===== config.mk =====
export PLATFORM = sky130hd
export DESIGN_NAME = reg_bank_8x32_scan
export DESIGN_NICKNAME = d
export VERILOG_FILES = /design/src/rtl/reg_bank_8x32_scan_pkg.sv /design/src/rtl/reg_bank_8x32_scan_next_set_bit_8.sv /design/src/rtl/reg_bank_8x32_scan.sv
export SDC_FILE = /design/constraint.sdc
export NUM_CORES = 1
export LEC_CHECK = 0
export CORE_ASPECT_RATIO = 0.8
export CORE_MARGIN = 10
export CORE_UTILIZATION = 40
export DETAILED_ROUTE_END_ITERATION = 7
export GPL_TIMING_DRIVEN = 1
export PLACE_DENSITY = 0.75
export SETUP_SLACK_MARGIN = 0.4
export SLEW_MARGIN = 5
export SYNTH_ARGS = -nofsm -noshare
export SYNTH_HDL_FRONTEND = slang
export SYNTH_SLANG_ARGS = --single-unit

===== constraint.sdc =====
create_clock -name i_clk -period 3.8 [get_ports i_clk]
set_input_delay 0.76 -clock i_clk [delete_from_list [all_inputs] [get_ports i_clk]]
set_output_delay 0.76 -clock i_clk [all_outputs]
set_load 0.02 [all_outputs]

===== src/rtl/reg_bank_8x32_scan_pkg.sv =====
// reg_bank_8x32_scan_pkg: shared types and sizes for the scanned register bank
package reg_bank_8x32_scan_pkg;
    localparam int NUM_ENTRIES   = 8;
    localparam int SEL_WIDTH     = 3;
    localparam int DEFAULT_WIDTH = 32;
    typedef enum logic [1:0] {ST_IDLE, ST_SCAN, ST_DONE} state_t;
endpackage


===== src/rtl/reg_bank_8x32_scan_next_set_bit_8.sv =====
// next_set_bit_8: lowest set mask bit above (or at, for the first pick) the current index
module next_set_bit_8
    import reg_bank_8x32_scan_pkg::*;
(
    input  logic [NUM_ENTRIES-1:0] i_mask,
    input  logic [SEL_WIDTH-1:0]   i_cur,
    input  logic                   i_include_current,
    output logic [SEL_WIDTH-1:0]   o_next,
    output logic                   o_found
);
    // Walk downward so the lowest qualifying index is the last one written
    always_comb begin
        o_next  = '0;
        o_found = 1'b0;
        for (int i = NUM_ENTRIES - 1; i >= 0; i--) begin
            if (i_mask[i] && (i > int'(i_cur) || (i_include_current && i == int'(i_cur)))) begin
                o_next  = SEL_WIDTH'(i);
                o_found = 1'b1;
            end
        end
    end
endmodule


===== src/rtl/reg_bank_8x32_scan.sv =====
// reg_bank_8x32_scan: 8x32 register bank with a masked, handshaked Select sequencer
module reg_bank_8x32_scan
    import reg_bank_8x32_scan_pkg::*;
#(
    parameter int WIDTH = DEFAULT_WIDTH
) (
    input  logic                   i_clk,
    input  logic                   i_rst,
    input  logic                   i_wr_en,
    input  logic [SEL_WIDTH-1:0]   i_wr_addr,
    input  logic [WIDTH-1:0]       i_wr_data,
    input  logic                   i_start,
    input  logic [NUM_ENTRIES-1:0] i_mask,
    input  logic                   i_ready,
    output logic [WIDTH-1:0]       o_out0,
    output logic [WIDTH-1:0]       o_out1,
    output logic [WIDTH-1:0]       o_out2,
    output logic [WIDTH-1:0]       o_out3,
    output logic [WIDTH-1:0]       o_out4,
    output logic [WIDTH-1:0]       o_out5,
    output logic [WIDTH-1:0]       o_out6,
    output logic [WIDTH-1:0]       o_out7,
    output logic [SEL_WIDTH-1:0]   o_select,
    output logic                   o_valid,
    output logic                   o_busy,
    output logic                   o_done
);
    state_t                 r_state;
    state_t                 w_state_next;
    logic [WIDTH-1:0]       r_regs [NUM_ENTRIES];
    logic [NUM_ENTRIES-1:0] r_mask;
    logic [NUM_ENTRIES-1:0] w_nsb_mask;
    logic [SEL_WIDTH-1:0]   r_select;
    logic [SEL_WIDTH-1:0]   w_select_next;
    logic [SEL_WIDTH-1:0]   w_nsb_cur;
    logic [SEL_WIDTH-1:0]   w_nsb_next;
    logic                   r_valid;
    logic                   r_busy;
    logic                   r_done;
    logic                   w_idle;
    logic                   w_nsb_found;
    logic                   w_advance;

    // In IDLE the search runs on the incoming mask from index 0; in SCAN on the latched mask past Select
    assign w_idle     = r_state == ST_IDLE;
    assign w_nsb_mask = w_idle ? i_mask : r_mask;
    assign w_nsb_cur  = w_idle ? SEL_WIDTH'(0) : r_select;

    next_set_bit_8 u_next_set_bit (
        .i_mask           (w_nsb_mask),
        .i_cur            (w_nsb_cur),
        .i_include_current(w_idle),
        .o_next           (w_nsb_next),
        .o_found          (w_nsb_found)
    );

    // Advance on an accepted Start or a handshake; run out of set bits means DONE
    always_comb begin
        w_advance     = (w_idle && i_start) || (r_state == ST_SCAN && i_ready);
        w_state_next  = w_advance ? (w_nsb_found ? ST_SCAN : ST_DONE) : (r_state == ST_DONE ? ST_IDLE : r_state);
        w_select_next = (w_advance && w_nsb_found) ? w_nsb_next : r_select;
    end

    // FSM state register
    always_ff @(posedge i_clk) begin
        if (i_rst) r_state <= ST_IDLE;
        else       r_state <= w_state_next;
    end

    // Select, latched mask and status flags are registered from the next state
    always_ff @(posedge i_clk) begin
        if (i_rst) begin
            r_select <= '0;
            r_mask   <= '0;
            r_valid  <= 1'b0;
            r_busy   <= 1'b0;
            r_done   <= 1'b0;
        end else begin
            r_select <= w_select_next;
            if (w_idle && i_start) r_mask <= i_mask;
            r_valid  <= w_state_next == ST_SCAN;
            r_busy   <= w_state_next != ST_IDLE;
            r_done   <= w_state_next == ST_DONE;
        end
    end

    // Write port, independent of the sequencer
    always_ff @(posedge i_clk) begin
        if (i_rst) begin
            for (int i = 0; i < NUM_ENTRIES; i++) r_regs[i] <= '0;
        end else if (i_wr_en) begin
            r_regs[i_wr_addr] <= i_wr_data;
        end
    end

    assign o_out0   = r_regs[0];
    assign o_out1   = r_regs[1];
    assign o_out2   = r_regs[2];
    assign o_out3   = r_regs[3];
    assign o_out4   = r_regs[4];
    assign o_out5   = r_regs[5];
    assign o_out6   = r_regs[6];
    assign o_out7   = r_regs[7];
    assign o_select = r_select;
    assign o_valid  = r_valid;
    assign o_busy   = r_busy;
    assign o_done   = r_done;
endmodule


==> metrics.md, run 1 <==
| Metric | Value |
|---|---|
| Initial antenna violation count | `0` |
| Status | `finished clean` |
| RSZ-0062 raised after global routing | `no` |
| R2r endpoint | `o_select[1]` |
| Min-Delay Path Class | `register to register` |
| Mapped Cells | `663` |
| CTS tree | `built` |
| Max_slew headroom | `0.357` |
| Fin crit share | `0.678` |
| Synth Cell Area | `10400 um^2` |
| R2R Setup Slk | `2000 ps` |
| Clk sinks | `271` |
| Area occupied by multi-input gates | `2310 um^2` |
| Final Power | `0.00696 W` |
| Vias per inst | `4.81` |
| FF-to-FF path depth | `5` |
| First-pass GRT wire length | `45400 um` |
| Warnings from Yosys | `0` |
| Critical Path Start Type | `input pin` |
| Worst-Margin Slew | `965 ps` |
| Worst hold stages | `2` |
| Setup crit end kind | `register` |
| Async SR Flop Fraction | `0` |
| Share of post-route cells with drive strength above 1 | `0.0775` |
| Total global-route track usage | `0.181` |
| Hold endpoint | `r_mask[6]` |
| Hold buffers post-CTS | `0` |
| Drt pass-1 iters | `4` |
| H-Tree Level Count | `1` |
| Largest net degree at the start of global routing | `33` |
| Final hold violation count | `0` |
| Number of synthesized flops with an enable pin | `256` |
| Root buffer cell | `clkbuf_16` |
| Number of global-route vias before repair | `6828` |
| Minimum clock period | `2580 ps` |
| Hold path start | `r_mask[6]` |
| Port buffer count | `309` |
| Setup CP Type | `input pin to register` |
| Peak supply drop | `0.000316 V` |
| Synth-to-layout area growth | `42.6%` |
| FMAX | `388 MHz` |
| DR WL/cell | `22.4 um` |
| Critical Path Source | `i_rst` |
| Chip height | `164 um` |
| Boundary pin count | `310` |
| Skew-Pair Late Insertion Delay | `530 ps` |
| GR Overflow Total | `0` |
| Reg2reg start | `o_select[2]` |
| Leak | `5.28 nW` |
| Yosys reg bits | `271` |
| Reg clk slew, reported paths | `60 ps` |
| DRC marker count from the first detailed-route iteration | `428` |
| # DRC | `0` |
| Crit path DAT | `2740 ps` |
| Final wirelength | `30400 um` |
| TritonCTS Buffers | `27` |
| Dominant synthesized flop cell | `edfxtp_1` |
| Die area | `32900 um^2` |
| Maxcap violations | `0` |
| Post-CTS Setup Repair Bufs | `0` |
| PostCTS Resize Cnt | `0` |
| PD cells | `469 nW/um^2` |
| DRT antenna net count | `0` |
| Dpl cells | `1308` |
| Die width | `200 um` |
| Buffer depth of the longest clock path | `3` |
| Synth unique cells | `44` |
| Core area | `25400 um^2` |
| Fillers | `1952` |
| Avg Cell Area, Syn | `15.7 um^2` |
| Max FO, Critical Path | `32` |
| Number of diodes | `0` |
| Reg area | `7990 um^2` |
| Final setup viols | `0` |
| Non-filler instance count after layout | `1357` |
| Worst Skew | `1.70 ps` |
| Initial core utilization | `0.409` |
| Dpl hpwl | `21000 um` |
| WP data required | `3960 ps` |
| GPL Wtd Cong | `0.794` |
| Nets@finish | `1034` |
| Net Count, Synth | `711` |
| Via count | `6521` |
| Final Max Slew Viols | `0` |
| TNS Setup | `0 ps` |
| Sequential share of the synthesized area | `0.768` |
| Rows | `52` |
==> cells in the final DEF, fill, tap and decap left out, types with 5 or more instances in the layout <==
| cell | synthesis | routed |
|---|---|---|
| o21ai_0 | 6 | 6 |
| or2_2 | 8 | 8 |
| dfxtp_1 | 15 | 15 |
| clkbuf_16 | 0 | 27 |
| nand3_1 | 6 | 6 |
| mux2i_1 | 9 | 9 |
| inv_1 | 5 | 5 |
| clkinv_1 | 0 | 5 |
| nor2_1 | 19 | 13 |
| clkinv_2 | 0 | 8 |
| clkdlybuf4s50_1 | 0 | 309 |
| a21oi_1 | 8 | 8 |
| edfxtp_1 | 256 | 256 |
| buf_4 | 0 | 11 |
| and2_1 | 257 | 257 |
==> worst max path at each step <==
stage | slack [ps] | cells after the start | end
final | 1220 | 4 | r_regs[7][31]
after global routing | 1120 | 4 | r_regs[5][3]
after CTS | 1230 | 4 | r_regs[5][7]
after detailed placement | 670 | 4 | r_regs[5][15]
after global placement | 760 | 4 | r_regs[7][15]
after floorplan | 1430 | 3 | r_regs[1][0]
==> layout make-up <==
cell class,instances,share of cell area
clock buffers,31,0.0466
clock inverters,18,0.00877
inverters,5,0.00127
multi-input cells,357,0.156
flip-flops and latches,271,0.538
well taps,351,0.0296
repair buffers,324,0.219
==> power breakdown <==
group          switching (W)  internal [W]  total [W]
clock                0.00111       0.00138    0.00249
combinational       0.000539      0.000406   0.000945
sequential         0.0000732       0.00346    0.00353
total                0.00173       0.00524    0.00696
==> metal layers <==
metal,up-vias,track usage,part of all wire
met5,-,0,0
met4,0,0.0368,0.018
met3,37,0.0715,0.10
met2,275,0.292,0.46
met1,3216,0.228,0.42
li1,2993,-,-
==> logic make-up after synthesis <==
family / Yosys count / synth area share
buffers and inverters: 35 / 0.0136
DFF: 271 / 0.768
and+or+nand+nor: 314 / 0.186
muxes: 9 / 0.00866
AOI/OAI and AO/OA: 34 / 0.0235
==> per-stage QoR <==
step	util	hold WS, ps	area (um^2)	setup slack [ps]
final	0.583	528	14800	1220
after global routing	0.583	583	14800	1120
after CTS	0.583	533	14800	1230
after detailed placement	0.551	515	14000	666
after global placement	0.551	477	14000	758
after floorplan	-	453	10400	1430
==> critical path: stages <==
cell             delay [ps]
clkdlybuf4s50_1         560
nand3b_1                440
nor2_4                  190
or2_2                   750
==> sequential cells by signal, indices dropped and copies added (netlist names) <==
| register | count |
|---|---|
| r_regs | 256 |
| o_busy | 1 |
| o_valid | 1 |
| o_done | 1 |
| r_state | 2 |
| o_select | 3 |
| r_mask | 7 |
==> synth_stat cells, types with 2 or more instances <==
cell type  number  area share
a21oi_1         8      0.0038
and2_1        257        0.15
and4b_1         2      0.0019
buf_2           2     0.00096
clkbuf_1       27      0.0097
dfxtp_1        15       0.029
edfxtp_1      256        0.74
inv_1           5      0.0018
mux2i_1         9      0.0087
nand2_1         4      0.0014
nand2b_1        2      0.0012
nand3_1         6      0.0029
nand4_1         2      0.0012
nor2_1         19      0.0069
nor2b_1         3      0.0018
o211ai_1        4      0.0029
o21ai_0         6      0.0029
o221ai_1        2      0.0017
o311ai_1        2      0.0017
or2_2           8      0.0048
(Power assumes the default switching activity.)
==> run 2, diff against run 1 <==
--- a/config.mk
+++ b/config.mk
@@ -10,7 +10,7 @@
 export CORE_UTILIZATION = 40
 export DETAILED_ROUTE_END_ITERATION = 7
 export GPL_TIMING_DRIVEN = 1
-export PLACE_DENSITY = 0.75
+export PLACE_DENSITY = 0.77
 export SETUP_SLACK_MARGIN = 0.4
 export SLEW_MARGIN = 5
 export SYNTH_ARGS = -nofsm -noshare
==> constraint.sdc (replaced) <==
create_clock -name i_clk -period 2.2 [get_ports i_clk]
set_input_delay 0.44 -clock i_clk [delete_from_list [all_inputs] [get_ports i_clk]]
set_output_delay 0.44 -clock i_clk [all_outputs]
set_load 0.02 [all_outputs]
==> run 2 against run 1 <==
Effect of this change: register-to-register slack worse by 1500 ps; first-iteration DRC count down 27%; highest routed layer is now met5; hold slack worse by 18 ps; largest cell class unchanged; sequential share of layout area down 0.99 points; total power up 77%; via count up 3.4%.
==> metrics.md, run 2 (synthesis results as in run 1) <==
| Metric | Value |
|---|---|
| Synth-to-layout area growth | `45.4%` |
| RSZ-0062 raised after global routing | `yes` |
| DP Area | `14500 um^2` |
| Initial core utilization | `0.409` |
| Initial antenna violation count | `3` |
| Chip height | `164 um` |
| FF-to-FF path depth | `5` |
| Minimum clock period | `1780 ps` |
| Biggest register | `r_regs` |
| Critical Path Start Type | `input pin` |
| R2r endpoint | `o_select[1]` |
| Core area | `25400 um^2` |
| Final setup viols | `0` |
| # DRC | `0` |
| Area occupied by multi-input gates | `2350 um^2` |
| Most common cell after layout, fill and taps aside | `dlygate4sd2_1` |
| Non-filler instance count after layout | `1395` |
| Nets@finish | `1069` |
| Vias per inst | `4.84` |
| Most frequent cells in the layout | `dlygate4sd2_1 (259), and2_1 (257), edfxtp_1 (256)` |
| DRC marker count from the first detailed-route iteration | `311` |
| Root buffer cell | `clkbuf_16` |
| Setup CP Type | `input pin to register` |
| H-Tree Level Count | `1` |
| Final hold violation count | `0` |
| Worst-Margin Slew | `469 ps` |
| Dpl hpwl | `23400 um` |
| Drt pass-1 iters | `4` |
| R2R Setup Slk | `480 ps` |
| Buffer depth of the longest clock path | `3` |
| TritonCTS Buffers | `28` |
| Fillers | `2060` |
| Min-Delay Path Class | `register to register` |
| Max FO, Critical Path | `12` |
| Critical Path Source | `i_wr_en` |
| Reg2reg start | `r_state[1]` |
| PD cells | `817 nW/um^2` |
| Crit path DAT | `2030 ps` |
| Dpl cells | `1339` |
| Largest net degree at the start of global routing | `33` |
| Die area | `32900 um^2` |
| Maxcap violations | `0` |
| Max FFs per register | `256` |
| Worst Skew | `0.893 ps` |
| Number of global-route vias before repair | `7178` |
| Final Max Slew Viols | `0` |
| Share of post-route cells with drive strength above 1 | `0.112` |
| Die width | `200 um` |
| Skew-Pair Late Insertion Delay | `540 ps` |
| FMAX | `562 MHz` |
| Fin crit share | `0.809` |
| Max_slew headroom | `0.686` |
| Reg clk slew, reported paths | `60 ps` |
| Final instance area | `15100 um^2` |
| Leak | `5.97 nW` |
| DRT antenna net count | `0` |
| Hold buffers post-CTS | `0` |
| Reg area | `7990 um^2` |
| Via count | `6745` |
| Total global-route track usage | `0.194` |
| WP data required | `2450 ps` |
| Worst Setup EP | `r_regs[0][28]` |
| GPL Wtd Cong | `0.799` |
| Status | `finished clean` |
| CTS tree | `built` |
| Setup crit end kind | `register` |
| Rows | `52` |
| Clk sinks | `271` |
| GR Overflow Total | `0` |
| First-pass GRT wire length | `48300 um` |
| Port buffer count | `309` |
| Peak supply drop | `0.000653 V` |
| DR WL/cell | `23.4 um` |
| Boundary pin count | `310` |
| Final wirelength | `32700 um` |
==> run 2: stage by stage <==
step | power [W] | setup slack (ps) | hold WS, ps | utilization | TNS [ps]
after floorplan | 0.00688 | 277 | 453 | - | 0
after global placement | 0.00794 | -133 | 489 | 0.570 | -10450
after detailed placement | 0.00797 | -112 | 498 | 0.570 | -10570
after CTS | 0.0124 | 403 | 512 | 0.593 | 0
after global routing | 0.0128 | 359 | 531 | 0.594 | 0
final | 0.0124 | 420 | 510 | 0.594 | 0
==> run 2: how the worst min path moves through the flow <==
stage | endpoint | start | depth (start not counted)
final | r_mask[6] | r_mask[6] | 2
after global routing | r_mask[6] | r_mask[6] | 2
after CTS | r_mask[6] | r_mask[6] | 2
after detailed placement | r_mask[6] | r_mask[6] | 2
after global placement | r_mask[6] | r_mask[6] | 2
after floorplan | r_mask[6] | r_mask[6] | 2
==> run 2: repair_timing <==
item | in CTS | in global routing
setup buffers | 0 | 3
gates resized for setup | 266 | 7
setup endpoints to repair | 262 | 47
endpoints found under the hold margin | 0 | 0
pin swaps | 0 | 3
==> run 2: layer usage <==
layer	up-vias	track usage	part of all wire
met3	41	0.0807	0.10
met2	290	0.311	0.46
met4	4	0.0371	0.016
met5	-	0	0.00064
met1	3349	0.243	0.42
li1	3061	-	-
==> run 2: cell type report <==
cell class,instances,share of cell area
tap,351,0.0290
clock inverter,19,0.0132
multi-input combinational,357,0.156
timing repair buffer,358,0.225
inverter,5,0.00124
antenna,2,0.000331
sequential,271,0.529
clock buffer,32,0.0473
==> run 2: critical path, stage by stage <==
cell             delay (ps)
clkdlybuf4s50_1         520
or3b_4                  470
nor3_4                  230
or2_4                   210
buf_12                  150
==> run 2: power breakdown <==
group          leakage, nW  internal [W]  switching, W  total (W)
sequential            2.58       0.00597      0.000118    0.00609
clock                0.449       0.00279       0.00193    0.00472
combinational         2.94      0.000575      0.000969    0.00154
